## src/rtl/systolic_ctrl.sv

```systemverilog
// systolic_ctrl: job sequencer for a size x size systolic multiply array.
// Walks LOAD -> COMPUTE -> OUTPUT -> CLEAR, driving FIFO enables, the PE
// enable, the result selects and a one-cycle accumulator clear. It carries
// no operand data.
module systolic_ctrl #(
  parameter int size = 4
) (
  input  logic                     clk,
  input  logic                     rst,
  input  logic                     in_val,
  output logic                     in_rdy,
  output logic [size-1:0]          x_fifo_wen,
  output logic [size-1:0]          w_fifo_wen,
  output logic [size-1:0]          x_fifo_ren,
  output logic [size-1:0]          w_fifo_ren,
  input  logic [size-1:0]          x_fifo_full,
  input  logic [size-1:0]          w_fifo_full,
  input  logic [size-1:0]          x_fifo_empty,
  input  logic [size-1:0]          w_fifo_empty,
  output logic                     mac_en,
  output logic                     acc_clr,
  output logic [$clog2(size)-1:0]  out_rsel,
  output logic [$clog2(size)-1:0]  out_csel,
  output logic                     out_val,
  input  logic                     out_rdy,
  output logic                     busy,
  output logic                     err
);

  localparam int SEL_W = $clog2(size);
  localparam int K_W   = $clog2(3 * size);
  localparam logic [SEL_W-1:0] SEL_MAX = SEL_W'(size - 1);
  localparam logic [K_W-1:0]   K_MAX   = K_W'(3 * size - 2);

  typedef enum logic [1:0] {
    S_LOAD,
    S_COMPUTE,
    S_OUTPUT,
    S_CLEAR
  } state_t;

  state_t            state, state_nxt;
  logic [SEL_W-1:0]  beat_cnt;
  logic [SEL_W-1:0]  rsel, csel;
  logic [K_W-1:0]    k;
  logic              err_q;

  logic              in_rdy_c, out_val_c, mac_en_c, acc_clr_c, busy_c;
  logic [size-1:0]   wen_c, ren_c;
  logic              in_acc, out_acc, viol;

  // State register; reset abandons any job in flight.
  always_ff @(posedge clk) begin
    if (rst) state <= S_LOAD;
    else     state <= state_nxt;
  end

  // Beat counter, compute cycle counter, result selects and sticky error.
  always_ff @(posedge clk) begin
    if (rst) begin
      beat_cnt <= '0;
      k        <= '0;
      rsel     <= '0;
      csel     <= '0;
      err_q    <= 1'b0;
    end else begin
      err_q <= err_q | viol;
      case (state)
        S_LOAD: begin
          if (in_acc) beat_cnt <= (beat_cnt == SEL_MAX) ? '0 : beat_cnt + SEL_W'(1);
        end
        S_COMPUTE: begin
          k <= (k == K_MAX) ? '0 : k + K_W'(1);
        end
        S_OUTPUT: begin
          if (out_acc) begin
            csel <= csel + SEL_W'(1);
            if (csel == SEL_MAX) rsel <= rsel + SEL_W'(1);
          end
        end
        S_CLEAR: begin
          rsel <= '0;
          csel <= '0;
        end
        default: ;
      endcase
    end
  end

  // Next-state and raw (pre-reset-gating) outputs.
  always_comb begin
    state_nxt = state;
    in_rdy_c  = 1'b0;
    out_val_c = 1'b0;
    mac_en_c  = 1'b0;
    acc_clr_c = 1'b0;
    busy_c    = 1'b1;
    wen_c     = '0;
    ren_c     = '0;
    in_acc    = 1'b0;
    out_acc   = 1'b0;
    case (state)
      S_LOAD: begin
        busy_c   = 1'b0;
        in_rdy_c = 1'b1;
        in_acc   = in_val;
        wen_c    = {size{in_val}};
        if (in_val && beat_cnt == SEL_MAX) state_nxt = S_COMPUTE;
      end
      S_COMPUTE: begin
        mac_en_c = 1'b1;
        // Wavefront skew: lane i reads during k = i .. i+size-1.
        for (int i = 0; i < size; i++) begin
          ren_c[i] = (k >= K_W'(i)) && (k <= K_W'(i + size - 1));
        end
        if (k == K_MAX) state_nxt = S_OUTPUT;
      end
      S_OUTPUT: begin
        out_val_c = 1'b1;
        out_acc   = out_rdy;
        if (out_rdy && rsel == SEL_MAX && csel == SEL_MAX) state_nxt = S_CLEAR;
      end
      S_CLEAR: begin
        acc_clr_c = 1'b1;
        state_nxt = S_LOAD;
      end
      default: state_nxt = S_LOAD;
    endcase
  end

  // Every output is held at zero while reset is asserted.
  assign in_rdy     = in_rdy_c  & ~rst;
  assign out_val    = out_val_c & ~rst;
  assign mac_en     = mac_en_c  & ~rst;
  assign acc_clr    = acc_clr_c & ~rst;
  assign busy       = busy_c    & ~rst;
  assign x_fifo_wen = wen_c & {size{~rst}};
  assign w_fifo_wen = wen_c & {size{~rst}};
  assign x_fifo_ren = ren_c & {size{~rst}};
  assign w_fifo_ren = ren_c & {size{~rst}};
  assign out_rsel   = rst ? '0 : rsel;
  assign out_csel   = rst ? '0 : csel;

  // A violation is flagged in the cycle it happens and remembered after.
  assign viol = |(x_fifo_wen & x_fifo_full)  | |(w_fifo_wen & w_fifo_full) |
                |(x_fifo_ren & x_fifo_empty) | |(w_fifo_ren & w_fifo_empty);
  assign err  = (err_q | viol) & ~rst;

endmodule

```

## config.mk

```make
export PLATFORM = sky130hd
export DESIGN_NAME = systolic_ctrl
export DESIGN_NICKNAME = d
export VERILOG_FILES = /design/src/rtl/systolic_ctrl.sv
export SDC_FILE = /design/constraint.sdc
export NUM_CORES = 1
export LEC_CHECK = 0
export ABC_CLOCK_PERIOD_IN_PS = 1810
export BUFFER_PORTS_ARGS = -buffer_cell sky130_fd_sc_hd__buf_2
export CAP_MARGIN = 40
export CELL_PAD_IN_SITES_DETAIL_PLACEMENT = 2
export CELL_PAD_IN_SITES_GLOBAL_PLACEMENT = 2
export CORE_MARGIN = 10
export CORE_UTILIZATION = 22
export DETAILED_ROUTE_END_ITERATION = 10
export HOLD_SLACK_MARGIN = 0.1
export PLACE_DENSITY_LB_ADDON = 0.12
export SLEW_MARGIN = 15
export SYNTH_ARGS = -nofsm -noshare
export SYNTH_HDL_FRONTEND = slang
export SYNTH_SLANG_ARGS = --single-unit
```

## constraint.sdc

```tcl
create_clock -name clk -period 1.81 [get_ports clk]
set_input_delay 0.0905 -clock clk [delete_from_list [all_inputs] [get_ports clk]]
set_output_delay 0.0905 -clock clk [all_outputs]
set_load 0.005 [all_outputs]
```

* Word level (Yosys, flattened, before mapping)
Cells that the tools add are included. W data, S select, Z words.
Word-level totals: logic and storage cells 86, bits in registers 13
Cells by class: bitwise operators 17, add/sub/neg operators 4, reductions and logical operators 17, equal/unequal tests 12, order comparisons 8, multiplexer cells 22
Operators with widths (number):
- $and A4 B4 Y4 | 6
- $mux W2 | 9
- $reduce_or A4 Y1 | 4
- $le A4 B3 Y1 const B | 3
- $mux W4 | 3
- $eq A2 B2 Y1 const B | 5
- $ne A2 B2 Y1 const B | 5
- $ge A4 B1 Y1 const B | 2
- $ge A4 B2 Y1 const B | 2
- $pmux W2 S2 | 2
- $pmux W2 S4 | 1
- $logic_and A1 B1 Y1 | 7
- $mux W1 | 7
- $add A2 B1 Y2 const B | 3
- $and A1 B1 Y1 | 6
- $reduce_and A3 Y1 | 2
- $add A4 B1 Y4 const B | 1
- $eq A4 B4 Y1 const B | 1
- $le A4 B2 Y1 const B | 1
- $or A1 B1 Y1 | 4
- $reduce_and A2 Y1 | 2
- $eq A2 B1 Y1 const B | 1
- $logic_not A2 Y1 | 1
- $reduce_bool A2 Y1 | 1
- $not A1 Y1 | 1

* Longest topological paths before layout
Gate-level depths: netlist of the first run.
word-level depth 10, gate-level depth with buffers 8, depth with buffers taken out 6

* Worst setup path after synthesis of the first run
Ideal clock, no wire load.
kind flip-flop to output port, start point register state[1], end point output err, stages on the path, launching flop included 8, slack 0.000 ns, data arrival time 1.719 ns, buffers on the path 2, cells stage by stage dfxtp_1 > inv_1 > ha_1 > buf_4 > or3b_1 > buf_6 > or3_4 > a31oi_1
Between the ends: cells in the longest elaborated chain, start to end 10
RTL lines:
- from (decl) | RTL line 42 | state_t state, state_nxt;
- from (signal assigned) | RTL line 55 | else state <= state_nxt;
- $logic_not A2 Y1 | RTL line 102 | case (state)
- $mux W4 | RTL line 102
- $and A4 B4 Y4 | RTL line 137, 138
- $and A4 B4 Y4 | RTL line 145 | assign viol = |(x_fifo_wen & x_fifo_full) | |(w_fifo_wen & w_fifo_full) |
- $reduce_or A4 Y1 | RTL line 145
- $or A1 B1 Y1 | RTL line 145
- $or A1 B1 Y1 | RTL line 146 | |(x_fifo_ren & x_fifo_empty) | |(w_fifo_ren & w_fifo_empty);
- $or A1 B1 Y1 (*) | RTL line 146
- $or A1 B1 Y1 (*) | RTL line 147 | assign err = (err_q | viol) & ~rst;
- $and A1 B1 Y1 (*) | RTL line 147
- to (decl) | RTL line 27 | output logic err
Mark *: on every way between the ends. The rest lies on a longest branch, timed or not.

* Worst setup path in the final report of the first run
Same ends and word-level chain as after synthesis.

==> results of run 1 <==
==> layout make-up <==
| class | instances | area, um^2 |
|---|---|---|
| Clock buffer | 4 | 45.04 |
| Timing Repair Buffer | 56 | 307.8 |
| Sequential cell | 13 | 265.3 |
| Inverter | 2 | 7.507 |
| Multi-Input combinational cell | 90 | 616.8 |
| Tap cell | 52 | 65.06 |
| Fill cell | 541 | 3017 |
==> where the power goes <==
part | total (uW) | switching [uW] | leakage [uW] | internal (uW)
Combinational | 398 | 189 | 0.000467 | 209
Sequential | 361 | 39.0 | 0.000107 | 322
Clock | 274 | 118 | 0.0000228 | 156
==> cells by family after synthesis <==
group | after synthesis | synth area share, %
AOI/OAI and AO/OA | 16 | 10.12
xor gates and xnor gates | 4 | 3.586
adders and majority gates | 8 | 10.24
buffers and inverters | 21 | 14.47
DFF | 13 | 26.63
muxes | 4 | 4.225
and+or+nand+nor | 58 | 30.73
==> metal layers <==
| layer | vias up | wire (um) | GRT usage (%) |
|---|---|---|---|
| met1 | 462 | 1146 | 8.320 |
| met5 | - | 0 | 0 |
| met4 | 0 | 35 | 3.093 |
| li1 | 488 | - | - |
| met2 | 27 | 1715 | 16.24 |
| met3 | 4 | 278 | 3.940 |
==> worst min-delay path: stages <==
cell and delay (ns):
buf_2 0.12, nand3_1 0.07, a21oi_1 0.05
==> flip-flops by register name (all words and copies together), names as in the netlist <==
name and count:
k 4, beat_cnt 2, state 2, rsel 2, err_q 1, csel 2
==> through the flow <==
stage	std cells	worst slack, ns	setup TNS, ns	utilization (%)	hold WS [ns]
2_1_floorplan	124	0.0004828	0	-	0.2112
3_3_place_gp	210	-0.02749	-0.02749	27.60	0.3921
3_5_place_dp	210	-0.1450	-0.1701	27.60	0.3982
4_1_cts	216	-0.1473	-0.1473	29.95	0.1339
5_1_grt	217	-0.2114	-0.2114	30.24	0.1497
6_report	217	-0.1390	-0.1390	30.24	0.1391
==> worst paths after layout <==
kind / from / endpoint / slack (ns) / depth (start not counted)
worst min register to register: beat_cnt[1] / beat_cnt[1] / 0.47 / 2
worst min-delay path: in_val / beat_cnt[1] / 0.14 / 3
worst max register to register: state[1] / err_q / 0.21 / 8
worst max-delay path: state[1] / err / -0.14 / 6
==> layout by cell type, fill, tap and decap left out, types with 2 or more instances in the layout <==
master / n
xor2_1: 3
a31oi_1: 2
a21oi_1: 6
nor2b_1: 10
buf_2: 45
nor3b_1: 2
nand3_1: 3
nor3_2: 2
nor2_1: 21
ha_1: 6
o21ai_0: 3
buf_4: 11
clkbuf_8: 3
nand2_1: 9
mux2i_1: 3
or3_4: 2
nor4_1: 2
dfxtp_1: 11
==> synth_stat cells <==
cell and instances:
nor2_1 21, dfxtp_1 13, buf_4 12, nand2_1 10, nor2b_1 10, ha_1 8, a21oi_1 6, clkbuf_1 3
mux2i_1 3, nand3_1 3, nor3_1 3, o21ai_0 3, xor2_1 3, a31oi_1 2, buf_2 2, buf_6 2
inv_1 2, nor3b_1 2, nor4_1 2, a2111oi_0 1, a211oi_1 1, a21o_1 1, a222oi_1 1, a22oi_1 1
mux2_2 1, nand3b_1 1, nand4b_1 1, nand4bb_1 1, nor4bb_1 1, or3_1 1, or3_4 1, or3b_1 1
xnor2_1 1
==> what timing repair did <==
| item | CTS | global route |
|---|---|---|
| gates cloned | 0 | 0 |
| hold buffers | 0 | 0 |
| hold endpoints to repair | 0 | 0 |
| pin swaps | 4 | 2 |
| buffers inserted | 2 | 1 |
| resized for setup | 13 | 1 |
| endpoints found under the setup margin | 6 | 3 |
==> results.md, run 1 <==
- RePlAce Congestion: roughly 0.74
- Via-to-Cell Ratio: about 4.5
- Worst path slowest cell: or3b_4
- Total number of vias: approximately 980
- DRC: 0
- Number of antenna violations at the first check in global routing: 0
- Max-slew violation count: 0
- Maximum clock insertion buffer count: 2
- Min-delay worst type: in -> reg
- Max Cap Viol: 0
- Final Critical Period: between 1.5 and 2 ns
- CTS root buf: clkbuf_8
- Sink Count: 13
- Largest cells by area after synthesis: dfxtp_1, ha_1, buf_4, nor2_1, nor2b_1
- Die width: about 87 um
- Crit path required time: 1.72 ns
- Largest net degree at the start of global routing: 25
- Register area share after synthesis: about a quarter
- Fin nets: around 190
- CTS tree: built
- Leak pwr: about 0.00060 uW
- IO Pins: 46
- Overall power: ~1000 uW
- Post-synth top area share: between 20% and 30%
- Status: complete, but fails checks
- # port buffers: 45
- Power Density: 790.1 nW/um^2
- Top cell type by total area after synthesis: dfxtp_1
- Die area: around 7500 um^2
- Crit-path leading delay family: simple AND/OR/NAND/NOR gates
- Total Routing Usage GR: under 10%
- Critical-path cell list: inv_2 -> ha_4 -> or3b_4 -> or3_4 -> a31oi_1 -> buf_2
- Fin area: between 1000 and 1500 um^2
- First-pass detailed-route iteration total: 4
- Rel. slew slack: 78.48%
- Skew final: 0.001241 ns
- VDD IR-drop max: around 0.3 mV
- H-tree levels: 1
- Syn nets: ~150
- Failing checks: negative setup slack
- Routed length per instance: approximately 15 um
- Final setup vio count: 1
- CTS Buf Count: 3
- Syn_area_per_cell: just under 8 um^2
- Worst path arrival time: ~1.9 ns
- Synth warnings: 0
- Clock Latency Late Sink: 0.25 ns
- Layout cells sized above 1: a little over two fifths
- Worst Tran Pin Value: approximately 0.32 ns
- Die Height: between 80 and 90 um
- Post-Route WL: 3176 um
- Startpoint Class: flip-flop
- Achievable Freq: around 0.5 GHz
- Hold Vio Cnt, Final: 0
- Worst-path fanout max: 6
- Mapped Cells: around 120
- Distinct cells, synth: 33
- CP Class: reg -> out
- RSZ-0062 raised after global routing: true
- Core area: 4324 um^2
- Final WS setup: -0.1390 ns
- Buf/Inv on CP: 2
- Initial Util: between 20% and 30%
- Syn-to-layout area delta: 33.80%
- DRT iter0 DRCs: between 40 and 50
- Rows: 24
- Antenna-violating nets left: 0
- Dpl cell area: between 1000 and 1500 um^2
- CP Capture Type: output port
- DP HPWL: approximately 2600 um
- Worst-path clk slew: approximately 0.060 ns
- Diodes inserted: 0
- First-pass GRT wire length: 5444 um
- Vias in the first global route: roughly 1.1k
- Remaining global-route overflow: 0
- Post-Syn Area: 977.2 um^2
- Fin crit share: 107.7%
- Register bit total from synthesis: 13
- CP max stage delay: just over 0.4 ns
No activity file was read; power rests on OpenSTA's default activity.
==> run 2, diff against run 1 <==
- CORE_UTILIZATION: 22 -> 23
- CTS_BUF_LIST: not set -> sky130_fd_sc_hd__clkbuf_4
- HOLD_SLACK_MARGIN: 0.1 -> 0.15
==> run 2 against run 1 <==
  * The run still ends with negative setup slack left
  * Global-route usage about the same
  * Combinational power about the same
  * Largest cell class unchanged
  * Critical path type unchanged
  * Register-to-register slack worse by 0.06 ns
  * Die area down 3.4%
  * Count of clock-buffer cells in the layout unchanged
  * Utilization up 1.9 points
==> results.md, run 2 (synthesized netlist as in run 1, its figures left out) <==
- Clock Latency Late Sink: 0.28 ns (was 0.25 ns)
- Routed length per instance: 14.94 um (was 14.64 um)
- Remaining global-route overflow: 0 (unchanged)
- Fin crit share: 107.7% (about the same)
- Die Height: 85.18 um (was 86.65 um)
- Setup TNS: -0.1395 ns (was -0.1390 ns)
- Hold endpoint: err_q (was beat_cnt[1])
- Dpl cell area: 1191 um^2 (was 1194 um^2)
- Crit path required time: 1.72 ns (about the same)
- HP Start: w_fifo_empty[3] (was in_val)
- Startpoint Class: flip-flop (unchanged)
- R2R setup slack: 0.15 ns (was 0.21 ns)
- Layout filler cell count: 481 (was 541)
- Antenna-violating nets left: 0 (unchanged)
- RSZ-0062 raised after global routing: true (unchanged)
- Die width: 85.18 um (was 86.65 um)
- Min-delay worst type: in -> reg (unchanged)
- Overall power: 961.7 uW (was 1033 uW)
- Fin nets: 194 (unchanged)
- Status: complete, but fails checks (unchanged)
- DP HPWL: 2700 um (was 2587 um)
- Vias in the first global route: 1090 (was 1088)
- Rel. slew slack: 63.75% (was 78.48%)
- R2r startpoint: k[1] (was state[1])
- Post-Route WL: 3213 um (was 3176 um)
- Hold Vio Cnt, Final: 0 (unchanged)
- Achievable Freq: 0.5129 GHz (was 0.5131 GHz)
- Worst Tran Pin Value: 0.5437 ns (was 0.3221 ns)
- Hold Crit Depth: 4 (was 3)
- Initial Util: 24.08% (was 22.60%)
- Max Cap Viol: 0 (unchanged)
- DRC: 0 (unchanged)
- CTS root buf: clkbuf_4 (was clkbuf_8)
- Syn-to-layout area delta: 33.55% (was 33.80%)
- First-pass GRT wire length: 5409 um (was 5444 um)
- Leak pwr: 0.0005886 uW (was 0.0005963 uW)
- Total number of vias: 995 (was 981)
- Layout cells sized above 1: 44.85% (was 43.64%)
- Critical-path cell list: ha_4 -> or3b_4 -> or3_4 -> a31oi_1 -> buf_2 (was inv_2 -> ha_4 -> or3b_4 -> or3_4 -> a31oi_1 -> buf_2)
- Max reg flops: 4 (unchanged)
- Die area: 7256 um^2 (was 7507 um^2)
- Worst path slowest cell: or3b_4 (unchanged)
- H-tree levels: 1 (unchanged)
- Diodes inserted: 0 (unchanged)
- Power Density: 736.9 nW/um^2 (was 790.1 nW/um^2)
- Maximum clock insertion buffer count: 2 (unchanged)
- Crit-path leading delay family: simple AND/OR/NAND/NOR gates (unchanged)
- Core area: 4058 um^2 (was 4324 um^2)
- Sink Count: 13 (unchanged)
- CP Capture Type: output port (unchanged)
- Worst-path fanout max: 6 (unchanged)
- Rows: 23 (was 24)
- Via-to-Cell Ratio: 4.628 (was 4.521)
- VDD IR-drop max: 0.2854 mV (was 0.2997 mV)
- Fin area: 1305 um^2 (was 1308 um^2)
- IO Pins: 46 (unchanged)
- Finished Core Util: 32.16% (was 30.24%)
- First-pass detailed-route iteration total: 4 (unchanged)
- RePlAce Congestion: 0.7404 (was 0.7384)
- CTS tree: built (unchanged)
- FF-to-FF path depth: 4 (was 8)
- # port buffers: 45 (unchanged)
- Final WS setup: -0.1395 ns (was -0.1390 ns)
- Total Routing Usage GR: 8.732% (was 8.777%)
- Final setup vio count: 1 (unchanged)
- Reg-to-Reg End: state[1] (was err_q)
- Failing checks: negative setup slack (unchanged)
- CP Class: reg -> out (unchanged)
- CTS Buf Count: 3 (unchanged)
- Skew final: 0.001945 ns (was 0.001241 ns)
- Number of antenna violations at the first check in global routing: 0 (unchanged)
- Worst-path clk slew: 0.09 ns (was 0.06 ns)
- Sequential cell area: 262.8 um^2 (was 265.3 um^2)
- Worst path arrival time: 1.86 ns (about the same)
- Largest net degree at the start of global routing: 25 (unchanged)
- DRT iter0 DRCs: 38 (was 42)
- Most common cell after layout, fill and taps aside: buf_2 (unchanged)
- Most flop-heavy register: k (unchanged)
- Buf/Inv on CP: 1 (was 2)
- Commonest cells after routing, fill and taps aside: buf_2, nor2_1, dfxtp_1, nor2b_1 (was buf_2, nor2_1, dfxtp_1, buf_4, nor2b_1)
- CP max stage delay: 0.42 ns (was 0.41 ns)
- Max-slew violation count: 0 (unchanged)
- Multi-input logic area: 629.4 um^2 (was 616.8 um^2)
- Final Critical Period: 1.950 ns (was 1.949 ns)
==> run 2: cell types whose count changed in the layout (fill, tap and decap cells not counted) <==
cell and change:
dfxtp_2 +1, clkbuf_8 -3, nor2_4 +1, dlygate4sd3_1 +2, dfxtp_4 -1, clkbuf_4 +4
clkbuf_1 -1, nor2_1 -3, buf_4 -2, nor2_2 +2
==> run 2: how the worst max path moves through the flow <==
stage          end      from  cells past startpoint
2_1_floorplan  err  state[1]                      7
3_3_place_gp   err  state[1]                      8
3_5_place_dp   err  state[1]                      8
4_1_cts        err  state[1]                      6
5_1_grt        err  state[1]                      7
6_report       err  state[0]                      5
==> run 2: per-stage QoR <==
stage          hold WS, ns  std cells  worst slack [ns]
4_1_cts             0.2339        215           -0.1715
2_1_floorplan       0.2112        124         0.0004828
5_1_grt             0.2538        215           -0.2440
6_report            0.2510        215           -0.1395
3_5_place_dp        0.4044        208           -0.1181
3_3_place_gp        0.3970        208         0.0008737
==> run 2: what timing repair did <==
action	4_1_cts	5_1_grt
setup buffers	1	0
resized for setup	11	6
endpoints found under the hold margin	2	0
setup endpoints to repair	8	8
pin swaps	5	1
hold buffers	2	0
==> run 2: power breakdown <==
group	internal, uW	leakage (uW)	switching [uW]
Combinational	201	0.000464	197
Clock	100	0.0000184	104
Sequential	319	0.000106	40.1
==> run 2: area by class of cell <==
cell class	count	share of cell area [%]
well taps	50	4.794
multi-input cells	90	48.23
flip-flops and latches	13	20.13
clock buffers	4	2.301
repair buffers	56	23.97
inverters	2	0.5753
==> run 2: tightest hold or removal path: cells and delay by family <==
family | cells | cell delay, ns
buf+inv | 1 | 0.10
simple gates | 2 | 0.21
compound gates | 1 | 0.07
==> run 2: metal layers <==
layer / vias up / part of all wire, % / GRT usage [%]
li1: 492 / - / -
met1: 473 / 39 / 8.967
met2: 26 / 54 / 16.42
met3: 4 / 6.8 / 2.868
met4: 0 / 0.72 / 2.246
met5: - / 0 / 0
